**config.mk**
```make
export PLATFORM = sky130hd
export DESIGN_NAME = mfp_uart_dumper_flat
export DESIGN_NICKNAME = d
export VERILOG_FILES = /design/src/rtl/mfp_uart_dumper_if.sv /design/src/rtl/mfp_uart_dumper.sv /design/src/flat_wrapper.sv
export SDC_FILE = /design/constraint.sdc
export NUM_CORES = 1
export LEC_CHECK = 0
export BUFFER_PORTS_ARGS = -buffer_cell sky130_fd_sc_hd__buf_2
export CAP_MARGIN = 15
export CORE_ASPECT_RATIO = 0.6
export CORE_MARGIN = 10
export CORE_UTILIZATION = 30
export DETAILED_ROUTE_END_ITERATION = 8
export SETUP_SLACK_MARGIN = 0.1
export SLEW_MARGIN = 20
export SYNTH_ARGS = -nofsm -noshare
export SYNTH_HDL_FRONTEND = slang
export SYNTH_SLANG_ARGS = --single-unit
```
**constraint.sdc**
```tcl
create_clock -name HCLK -period 6.78 [get_ports HCLK]
set_input_delay 1.017 -clock HCLK [delete_from_list [all_inputs] [get_ports HCLK]]
set_output_delay 1.017 -clock HCLK [all_outputs]
set_load 0.05 [all_outputs]
```
**src/rtl/mfp_uart_dumper_if.sv**
```systemverilog
// AHB-Lite master-side signal bundle for the UART memory dumper.
interface mfp_uart_dumper_if;
  logic [31:0] dumper_HADDR;
  logic [2:0]  dumper_HBURST;
  logic        dumper_HMASTLOCK;
  logic [3:0]  dumper_HPROT;
  logic [2:0]  dumper_HSIZE;
  logic [1:0]  dumper_HTRANS;
  logic [31:0] dumper_HWDATA;
  logic        dumper_HWRITE;
  logic [31:0] HRDATA;
  logic        HREADY;
  logic        HRESP;

  modport master (
    output dumper_HADDR, dumper_HBURST, dumper_HMASTLOCK, dumper_HPROT,
           dumper_HSIZE, dumper_HTRANS, dumper_HWDATA, dumper_HWRITE,
    input  HRDATA, HREADY, HRESP
  );
  modport slave (
    input  dumper_HADDR, dumper_HBURST, dumper_HMASTLOCK, dumper_HPROT,
           dumper_HSIZE, dumper_HTRANS, dumper_HWDATA, dumper_HWRITE,
    output HRDATA, HREADY, HRESP
  );
endinterface

```
**src/rtl/mfp_uart_dumper.sv**
```systemverilog
// Read-only AHB-Lite master: reads a block of words and prints each one
// over an 8N1 UART as 8 uppercase hex digits followed by CR LF.
module mfp_uart_dumper #(
  parameter int BAUD_DIV  = 434,
  parameter int CNT_WIDTH = 16
) (
  input  logic                 HCLK,
  input  logic                 HRESETn,
  input  logic                 start,
  input  logic [31:0]          start_addr,
  input  logic [CNT_WIDTH-1:0] word_count,
  mfp_uart_dumper_if.master    ahb,
  output logic                 UART_TX,
  output logic                 dumper_Busy,
  output logic                 dumper_Done,
  output logic                 dumper_Error
);
  localparam int BW = (BAUD_DIV > 1) ? $clog2(BAUD_DIV) : 1;

  typedef enum logic [2:0] {S_IDLE, S_ADDR, S_DATA, S_SEND, S_FIN} state_t;
  state_t state, state_n;

  logic [31:0]          addr, word;
  logic [CNT_WIDTH-1:0] cnt;
  logic [BW-1:0]        baud;
  logic [3:0]           bit_idx, chr_idx;
  logic                 error;
  logic                 bit_end, frame_end, word_end;
  logic [3:0]           nib;
  logic [7:0]           chr;
  logic [15:0]          frame;

  assign bit_end   = (baud == BW'(BAUD_DIV - 1));
  assign frame_end = bit_end && (bit_idx == 4'd9);
  assign word_end  = frame_end && (chr_idx == 4'd9);

  // The shift word always holds the next nibble to print in its top bits.
  assign nib = word[31:28];
  always_comb begin
    chr = (nib < 4'd10) ? {4'h3, nib} : (8'h37 + {4'h0, nib});
    if (chr_idx == 4'd8) chr = 8'h0D;
    if (chr_idx == 4'd9) chr = 8'h0A;
  end

  // Bit 0 start, bits 1..8 data LSB first, bit 9 stop; upper padding unused.
  assign frame   = {6'h3F, 1'b1, chr, 1'b0};
  assign UART_TX = (state == S_SEND) ? frame[bit_idx] : 1'b1;

  always_ff @(posedge HCLK or negedge HRESETn) begin
    if (!HRESETn) state <= S_IDLE;
    else          state <= state_n;
  end

  always_comb begin
    state_n = state;
    case (state)
      S_IDLE: if (start) state_n = (word_count == '0) ? S_FIN : S_ADDR;
      S_ADDR: if (ahb.HREADY) state_n = S_DATA;
      S_DATA: if (ahb.HREADY) state_n = S_SEND;
      S_SEND: if (word_end) state_n = (cnt == CNT_WIDTH'(1)) ? S_FIN : S_ADDR;
      S_FIN:  state_n = S_IDLE;
      default: state_n = S_IDLE;
    endcase
  end

  always_ff @(posedge HCLK or negedge HRESETn) begin
    if (!HRESETn) begin
      addr    <= '0;
      word    <= '0;
      cnt     <= '0;
      baud    <= '0;
      bit_idx <= '0;
      chr_idx <= '0;
      error   <= 1'b0;
    end else begin
      case (state)
        S_IDLE: if (start) begin
          addr  <= {start_addr[31:2], 2'b00};
          cnt   <= word_count;
          error <= 1'b0;
        end
        S_DATA: begin
          if (ahb.HRESP) error <= 1'b1;
          if (ahb.HREADY) begin
            word    <= ahb.HRDATA;
            baud    <= '0;
            bit_idx <= '0;
            chr_idx <= '0;
          end
        end
        S_SEND: begin
          if (!bit_end) begin
            baud <= baud + BW'(1);
          end else begin
            baud <= '0;
            if (bit_idx != 4'd9) begin
              bit_idx <= bit_idx + 4'd1;
            end else begin
              bit_idx <= '0;
              word    <= {word[27:0], 4'h0};
              if (chr_idx == 4'd9) begin
                addr <= addr + 32'd4;
                cnt  <= cnt - CNT_WIDTH'(1);
              end else begin
                chr_idx <= chr_idx + 4'd1;
              end
            end
          end
        end
        default: ;
      endcase
    end
  end

  assign ahb.dumper_HADDR     = addr;
  assign ahb.dumper_HTRANS    = (state == S_ADDR) ? 2'b10 : 2'b00;
  assign ahb.dumper_HBURST    = 3'b000;
  assign ahb.dumper_HMASTLOCK = 1'b0;
  assign ahb.dumper_HPROT     = 4'b0011;
  assign ahb.dumper_HSIZE     = 3'b010;
  assign ahb.dumper_HWDATA    = 32'd0;
  assign ahb.dumper_HWRITE    = 1'b0;

  assign dumper_Busy  = (state == S_ADDR) || (state == S_DATA) || (state == S_SEND);
  assign dumper_Done  = (state == S_FIN);
  assign dumper_Error = error;
endmodule

```
**src/flat_wrapper.sv**
```systemverilog
// flat-port wrapper written by rule: the top's interface ports become plain ports
module mfp_uart_dumper_flat 
#(
  parameter int BAUD_DIV  = 434,
  parameter int CNT_WIDTH = 16
)
  (HCLK, HRESETn, start, start_addr, word_count, UART_TX, dumper_Busy, dumper_Done, dumper_Error, ahb_dumper_HADDR, ahb_dumper_HBURST, ahb_dumper_HMASTLOCK, ahb_dumper_HPROT, ahb_dumper_HSIZE, ahb_dumper_HTRANS, ahb_dumper_HWDATA, ahb_dumper_HWRITE, ahb_HRDATA, ahb_HREADY, ahb_HRESP);
  mfp_uart_dumper_if ahb_i ();
  input  logic HCLK;
  input  logic HRESETn;
  input  logic start;
  input  logic [31:0] start_addr;
  input  logic [CNT_WIDTH-1:0] word_count;
  output logic UART_TX;
  output logic dumper_Busy;
  output logic dumper_Done;
  output logic dumper_Error;
  output wire logic [$bits(ahb_i.dumper_HADDR)-1:0] ahb_dumper_HADDR;
  output wire logic [$bits(ahb_i.dumper_HBURST)-1:0] ahb_dumper_HBURST;
  output wire logic [$bits(ahb_i.dumper_HMASTLOCK)-1:0] ahb_dumper_HMASTLOCK;
  output wire logic [$bits(ahb_i.dumper_HPROT)-1:0] ahb_dumper_HPROT;
  output wire logic [$bits(ahb_i.dumper_HSIZE)-1:0] ahb_dumper_HSIZE;
  output wire logic [$bits(ahb_i.dumper_HTRANS)-1:0] ahb_dumper_HTRANS;
  output wire logic [$bits(ahb_i.dumper_HWDATA)-1:0] ahb_dumper_HWDATA;
  output wire logic [$bits(ahb_i.dumper_HWRITE)-1:0] ahb_dumper_HWRITE;
  input wire logic [$bits(ahb_i.HRDATA)-1:0] ahb_HRDATA;
  input wire logic [$bits(ahb_i.HREADY)-1:0] ahb_HREADY;
  input wire logic [$bits(ahb_i.HRESP)-1:0] ahb_HRESP;
  assign ahb_dumper_HADDR = ahb_i.dumper_HADDR;
  assign ahb_dumper_HBURST = ahb_i.dumper_HBURST;
  assign ahb_dumper_HMASTLOCK = ahb_i.dumper_HMASTLOCK;
  assign ahb_dumper_HPROT = ahb_i.dumper_HPROT;
  assign ahb_dumper_HSIZE = ahb_i.dumper_HSIZE;
  assign ahb_dumper_HTRANS = ahb_i.dumper_HTRANS;
  assign ahb_dumper_HWDATA = ahb_i.dumper_HWDATA;
  assign ahb_dumper_HWRITE = ahb_i.dumper_HWRITE;
  assign ahb_i.HRDATA = ahb_HRDATA;
  assign ahb_i.HREADY = ahb_HREADY;
  assign ahb_i.HRESP = ahb_HRESP;
  mfp_uart_dumper #(.BAUD_DIV(BAUD_DIV), .CNT_WIDTH(CNT_WIDTH)) u_core (.HCLK(HCLK), .HRESETn(HRESETn), .start(start), .start_addr(start_addr), .word_count(word_count), .ahb(ahb_i), .UART_TX(UART_TX), .dumper_Busy(dumper_Busy), .dumper_Done(dumper_Done), .dumper_Error(dumper_Error));
endmodule
```
==> results of run 1 <==
[synth_stat cells (3+ instances only)]
master / n / area [um^2]
dfrtp_1: 99 / 2480
nand2_1: 85 / 319
o21ai_0: 82 / 410
a21oi_1: 60 / 300
buf_4: 47 / 353
nor2_1: 39 / 146
clkbuf_1: 33 / 124
mux2i_1: 30 / 300
nand3_1: 27 / 135
inv_1: 15 / 56.3
nand4_1: 15 / 93.8
nor4_1: 13 / 81.3
ha_1: 12 / 150
nor3_1: 12 / 60.1
o22a_1: 12 / 105
o22ai_1: 12 / 75.1
a31oi_1: 11 / 68.8
and3_1: 10 / 62.6
nand3b_1: 9 / 67.6
o211ai_1: 8 / 60.1
and2_1: 7 / 43.8
buf_2: 7 / 35.0
nand2b_1: 5 / 31.3
o2bb2ai_1: 5 / 43.8
a22oi_1: 4 / 30.0
nor2b_1: 4 / 25.0
o2bb2a_1: 4 / 40.0
or3_1: 4 / 25.0
and4_1: 3 / 26.3
buf_1: 3 / 11.3
nor3b_1: 3 / 22.5
o31ai_1: 3 / 22.5
or4_1: 3 / 22.5
[power by group through the flow]
stage / clock network (mW) / registers (mW) / logic (mW)
floorplan: 0 / 1.34 / 1.13
global placement: 0 / 1.12 / 1.75
detailed placement: 0 / 1.12 / 1.78
CTS: 0.541 / 1.11 / 1.78
global route: 0.558 / 1.16 / 1.96
finish: 0.517 / 1.12 / 1.77
[cell type report]
| type | instances | area [um^2] | share of cell area [%] |
|---|---|---|---|
| diodes | 1 | 2.50 | 0.0349 |
| flip-flops and latches | 99 | 2480 | 34.6 |
| inverters | 15 | 56.3 | 0.786 |
| repair buffers | 125 | 648 | 9.05 |
| clock buffers | 9 | 225 | 3.14 |
| clock inverters | 5 | 63.8 | 0.891 |
| well taps | 273 | 342 | 4.77 |
| multi-input cells | 569 | 3350 | 46.8 |
[cells in the final DEF (no fill, tap or decap), types with 3 or more instances in the layout]
| cell | instances |
|---|---|
| buf_2 | 116 |
| dfrtp_1 | 99 |
| nand2_1 | 85 |
| o21ai_0 | 81 |
| a21oi_1 | 60 |
| conb_1 | 47 |
| nor2_1 | 39 |
| mux2i_1 | 30 |
| nand3_1 | 27 |
| inv_1 | 15 |
| nand4_1 | 15 |
| nor4_1 | 13 |
| o22ai_1 | 12 |
| o22a_1 | 12 |
| nor3_1 | 12 |
| ha_1 | 12 |
| a31oi_1 | 11 |
| and3_1 | 10 |
| nand3b_1 | 9 |
| clkbuf_16 | 9 |
| buf_4 | 9 |
| o211ai_1 | 8 |
| and2_1 | 7 |
| nand2b_1 | 5 |
| a22oi_1 | 4 |
| o2bb2ai_1 | 4 |
| nor2b_1 | 4 |
| or3_1 | 4 |
| o2bb2a_1 | 4 |
| nor3b_1 | 3 |
| or4_1 | 3 |
| and4_1 | 3 |
| o31ai_1 | 3 |
[critical path, stage by stage (launching register included)]
cell      delay [ns]
dfrtp_1         0.70
nand3b_1        0.13
buf_4           0.35
or3_1           0.37
a211o_1         0.27
nor3_1          0.21
a31oi_1         0.08
buf_2           0.27
[cells by family (layout without fill, tap and decap cells)]
kind of cell	Yosys count	after routing	synth area share (%)
AND/OR/NAND/NOR	250	250	20.5
flip-flops	99	99	39.9
buffers and inverters	105	154	9.34
multiplexers	30	30	4.84
AO/OA/AOI/OAI	226	226	22.2
adder cells (fa/ha/maj)	12	12	2.42
XOR/XNOR	4	4	0.565
other	2	48	0.121
[per-stage QoR]
stage	hold slack (ns)	instance area, um^2
floorplan	0.438	6370
global placement	0.452	6870
CTS	0.473	7160
finish	0.470	7160
detailed placement	0.457	6870
global route	0.512	7160
[final timing paths]
path,from,end,slack [ns],depth (start not counted)
min reg2reg,u_core.word[2],u_core.word[2],0.47,2
min,u_core.word[2],u_core.word[2],0.47,2
max reg2reg,u_core.state[1],u_core.baud[7],3.49,6
max in group asynchronous,HRESETn,u_core.chr_idx[0],4.94,2
max,u_core.state[1],UART_TX,3.03,7
min in group asynchronous,HRESETn,u_core.cnt[1],0.68,1
[per-layer routing]
metal	part of all wire, %	vias to the layer above
li1	-	2754
met1	52	2619
met2	41	159
met3	6.2	12
met4	0.77	2
met5	0.070	-
[sequential cells by signal, indices dropped and copies added, names as in the netlist]
name	cells
u_core.ahb.dumper_HADDR	30
u_core.chr_idx	4
u_core.word	32
u_core.dumper_Error	1
u_core.bit_idx	4
u_core.state	3
u_core.baud	9
u_core.cnt	16
==> results.py, run 1 <==
metrics = {
    "outcome": {
        "status": "finished, final reports clean",
    },
    "power_and_ir_drop": {
        "power_density_nw_per_um2": 474,
        "p_int_mw": 1.67,
        "p_sw_share_pct": 50.8,
        "p_switching_mw": 1.72,
        "ir_drop_v": 0.000347,
        "clockPowerShare_pct": 15.2,
        "power_frac_seq_pct": 32.8,
        "combPwrFrac_pct": 52.0,
        "fin_total_pwr_mw": 3.40,
        "p_leak_nw": 3.17,
    },
    "timing": {
        "timing.final.ws_setup_ns": 3.03,
        "period_share_pct": 55.3,
        "min_period_ns": 3.75,
        "rsz0062_at_grt": "false",
        "max_slew_margin_pct": 31.0,
        "worstMarginPinSlew_ns": 1.03,
        "hold_violations": 0,
        "fin_setup_tns_ns": 0,
        "fin_skew_ns": 0.0102,
        "setup_viol_count_final": 0,
        "drv_slew": 0,
        "fmax_mhz": 266,
    },
    "grt": {
        "grt.overflow.total": 0,
        "met3_usage_pct": 3.83,
        "grt_use_met2_pct": 17.7,
        "top_usage_layer": "met1",
        "grt_max_degree": 63,
        "grt_pass1_vias": 5209,
        "use_met1_pct": 20.5,
        "grt_util_all_layers_pct": 13.3,
        "grt_pass1_wl_mm": 29.4,
        "antenna_found_initial": 2,
    },
    "drt": {
        "firstDrtPassIters": 5,
        "drt_iter0_drc": 531,
        "drcViolationCount": 0,
        "wire_per_inst_um": 16.9,
        "num_vias": 5546,
        "routed_wl_mm": 18.5,
        "via_per_inst": 5.06,
        "ant_nets": 0,
    },
    "placed_design": {
        "pre_cts_slack_ns": 3.31,
        "hpwl_mm": 13.5,
        "portBuffers": 117,
        "gp_congestion": 0.800,
        "place_inst": 1081,
    },
    "die": {
        "core_area_um2": 20200,
        "rows": 40,
        "die_h_um": 131,
        "start_util_pct": 30.8,
        "ios": 167,
        "die_w_um": 206,
        "die_area_um2": 27000,
    },
    "clock_network": {
        "hold_buffers": 0,
        "cts_tree": "done",
        "cts_setup_buffers": 0,
        "numCtsBuffers": 9,
        "cts_num_sinks": 99,
        "clk_latency_ns": 0.36,
        "htree_levels": 3,
        "cts_buffer_depth": 2,
        "clk_pin_slew_worst_paths_ns": 0.07,
        "ctsResizeCount": 0,
        "clock-root-buffer": "clkbuf_16",
    },
    "worst_setup_path": {
        "critical_path_required_ns": 5.76,
        "crit_arrival_ns": 2.74,
        "worst-path-max-fanout": 58,
        "crit_type": "register to output pin",
        "critPathLaunchType": "register",
        "end_kind": "output pin",
    },
    "cells_and_area": {
        "nFillCells": 2128,
        "fin_cells": 1096,
        "nets": 916,
        "drive_gt1_share_pct": 18.5,
        "finalCoreUtilization_pct": 35.5,
        "area_growth_pct": 15.5,
    },
    "logic_synthesis": {
        "synth_cells": 728,
        "async_reset_ff_share_pct": 100,
        "yosysWarnings": 0,
        "synth-seq-cells": 99,
        "ys_seq_area_share_pct": 39.9,
        "synth_cell_types": 64,
        "syn_avg_cell_area_um2": 8.52,
        "synthFlopType": "dfrtp_1",
        "netlist_area_um2": 6200,
        "synth_edf_count": 0,
    },
    "hold_path": {
        "hold_path_class": "register to register",
    },
    "flow_run": {
        "maxCapViolCount": 0,
    },
}
Note: power is estimated with default switching activity, not from simulation.
==> inputs of run 2 (changes only) <==
--- a/config.mk
+++ b/config.mk
@@ -5,6 +5,7 @@
 export SDC_FILE = /design/constraint.sdc
 export NUM_CORES = 1
 export LEC_CHECK = 0
+export ABC_AREA = 1
 export BUFFER_PORTS_ARGS = -buffer_cell sky130_fd_sc_hd__buf_2
 export CAP_MARGIN = 15
 export CORE_ASPECT_RATIO = 0.6
==> constraint.sdc (replaced) <==
create_clock -name HCLK -period 3.2 [get_ports HCLK]
set_input_delay 0.48 -clock HCLK [delete_from_list [all_inputs] [get_ports HCLK]]
set_output_delay 0.48 -clock HCLK [all_outputs]
set_load 0.05 [all_outputs]
==> run 2 against run 1 <==
  * Via count is 12% higher
  * Sequential power up 110%
  * Critical path depth up 3
  * Global-route usage rose by 0.34 points
  * Register-to-register slack lost 2.7 ns
==> results.py, run 2 <==
metrics = {
    "outcome": {
        "status": "finished, final reports clean",
    },
    "timing": {
        "hold_violations": 0,
        "worstMarginPinSlew_ns": 0.878,
        "setup_viol_count_final": 0,
        "period_share_pct": 80.8,
        "fin_skew_ns": 0.0128,
        "drv_slew": 0,
        "timing.final.ws_setup_ns": 0.614,
        "max_slew_margin_pct": 41.5,
        "min_period_ns": 2.59,
        "fin_setup_tns_ns": 0,
        "fmax_mhz": 387,
        "rsz0062_at_grt": "false",
        "whs_ns": 0.209,
    },
    "placed_design": {
        "place_inst": 1305,
        "pre_cts_slack_ns": 0.845,
        "place_area_um2": 7280,
        "gp_congestion": 0.923,
        "portBuffers": 117,
        "hpwl_mm": 15.1,
    },
    "clock_network": {
        "clock-root-buffer": "clkbuf_16",
        "cts_tree": "done",
        "cts_buffer_depth": 2,
        "numCtsBuffers": 9,
        "htree_levels": 3,
        "cts_setup_buffers": 0,
        "cts_num_sinks": 99,
        "clk_latency_ns": 0.36,
        "hold_buffers": 0,
        "ctsResizeCount": 0,
        "clk_pin_slew_worst_paths_ns": 0.08,
    },
    "cells_and_area": {
        "nets": 1127,
        "final_cell_mix": "nand2_1, buf_2, nor2_1, dfrtp_1, inv_1",
        "fin_area_um2": 7560,
        "diodes": 0,
        "largest_register_ffs": 32,
        "drive_gt1_share_pct": 15.6,
        "fin_cells": 1320,
        "area_growth_pct": 13.5,
        "final_common_cell": "nand2_1",
        "finalCoreUtilization_pct": 34.4,
        "top_register": "u_core.word",
    },
    "power_and_ir_drop": {
        "ir_drop_v": 0.000292,
        "power_frac_seq_pct": 32.7,
        "power_density_nw_per_um2": 972,
        "combPwrFrac_pct": 52.8,
        "p_switching_mw": 3.89,
        "p_int_mw": 3.46,
        "p_sw_share_pct": 52.9,
        "clockPowerShare_pct": 14.6,
        "fin_total_pwr_mw": 7.35,
        "p_leak_nw": 3.80,
    },
    "worst_setup_path": {
        "crit_arrival_ns": 2.11,
        "end_kind": "output pin",
        "critPathLaunchType": "register",
        "critical_path_required_ns": 2.72,
        "crit_type": "register to output pin",
        "worst-path-max-fanout": 5,
    },
    "drt": {
        "num_vias": 6239,
        "firstDrtPassIters": 5,
        "via_per_inst": 4.73,
        "routed_wl_mm": 19.8,
        "ant_nets": 0,
        "drt_iter0_drc": 472,
        "wire_per_inst_um": 15.0,
        "drcViolationCount": 0,
    },
    "die": {
        "core_area_um2": 22000,
        "rows": 42,
        "die_h_um": 135,
        "die_area_um2": 28800,
        "start_util_pct": 30.3,
        "ios": 167,
        "die_w_um": 212,
    },
    "logic_synthesis": {
        "synth_cells": 928,
        "syn_avg_cell_area_um2": 7.18,
        "synth_cell_types": 39,
        "yosysWarnings": 0,
        "synthAdderAreaFrac_pct": 2.25,
        "netlist_area_um2": 6660,
        "synth_common_cells": "nand2_1, nor2_1, dfrtp_1",
        "synth_most_common_cell": "nand2_1",
        "synth_xor_area_share_pct": 1.71,
        "synth_mux_area_share_pct": 4.21,
        "netlist_top_cells_area": "dfrtp_1, nand2_1, nor2_1",
        "synth_top_area_share_pct": 37.2,
        "synth_compound_area_share_pct": 12.2,
        "synth_edf_count": 0,
        "async_reset_ff_share_pct": 100,
        "ys_seq_area_share_pct": 37.2,
        "synth-seq-cells": 99,
        "synth_top_family_by_area": "simple AND/OR/NAND/NOR gates",
        "synth_top_cell_by_area": "dfrtp_1",
        "synthFlopType": "dfrtp_1",
        "yosys.area_share.simple_pct": 29.3,
    },
    "grt": {
        "grt.overflow.total": 0,
        "grt_pass1_vias": 5746,
        "antenna_found_initial": 1,
        "grt_pass1_wl_mm": 31.6,
        "grt_util_all_layers_pct": 13.7,
        "grt_max_degree": 66,
    },
    "flow_run": {
        "maxCapViolCount": 0,
    },
    "hold_path": {
        "hold_path_class": "primary input to async pin",
    },
}
-- run 2: cell count changes after synthesis, sizes merged, moves of 14 or more --
cell / previous run / this run
nor2: 39 / 115
clkbuf: 33 / 7
nor4: 14 / 0
nand3: 27 / 54
a21oi: 60 / 13
inv: 15 / 81
buf: 57 / 72
o21ai: 83 / 99
nand2: 85 / 262
-- run 2: critical path: stages (launching register included) --
cell and delay, ns:
dfrtp_1 0.43, inv_1 0.08, ha_1 0.21, o21ai_0 0.29, nand3_1 0.11, nor2_1 0.10, nor2_1 0.05, nand2_1 0.07
nand3_1 0.07, nand3_1 0.07, buf_2 0.27
-- run 2: cell families (layout without fill, tap and decap cells) --
| group | count (synthesis) | count (layout) |
|---|---|---|
| other | 2 | 47 |
| buffers and inverters | 161 | 222 |
| AND/OR/NAND/NOR | 468 | 468 |
| adder cells (fa/ha/maj) | 12 | 12 |
| multiplexers | 28 | 28 |
| XOR/XNOR | 13 | 13 |
| AO/OA/AOI/OAI | 145 | 145 |
| flip-flops | 99 | 99 |
-- run 2: cell type report --
cell class	instances	area, um^2
fillers	2417	14400
multi-input cells	713	3490
flip-flops and latches	99	2480
repair buffers	125	648
well taps	286	358
inverters	82	309
clock buffers	9	225
clock inverters	6	52.6
-- run 2: final timing paths --
check | startpoint | end | slack [ns] | depth (start not counted)
worst max register to register | u_core.bit_idx[1] | u_core.ahb.dumper_HADDR[11] | 0.84 | 9
max in group asynchronous | HRESETn | u_core.word[25] | 2.16 | 2
worst min register to register | u_core.word[26] | u_core.word[26] | 0.48 | 2
worst min-delay path | HRESETn | u_core.ahb.dumper_HADDR[22] | 0.21 | 1
min in group HCLK | start | u_core.dumper_Error | 0.32 | 2
worst max-delay path | u_core.chr_idx[0] | UART_TX | 0.61 | 10
-- run 2: metal layers --
layer	vias to the layer above	part of all wire, %	GRT usage [%]
met2	204	41	19.0
met1	2900	49	19.8
met3	12	8.6	4.83
met4	2	0.76	2.65
li1	3121	-	-
met5	-	0.091	0
-- run 2: power groups by stage --
stage                     sequential (mW)  combinational, mW  clock [mW]
after floorplan                      2.86               2.51           0
after global placement               2.39               3.85           0
after detailed placement             2.40               3.90           0
after CTS                            2.38               3.91        1.11
after global routing                 2.49               4.35        1.15
final                                2.40               3.88        1.07
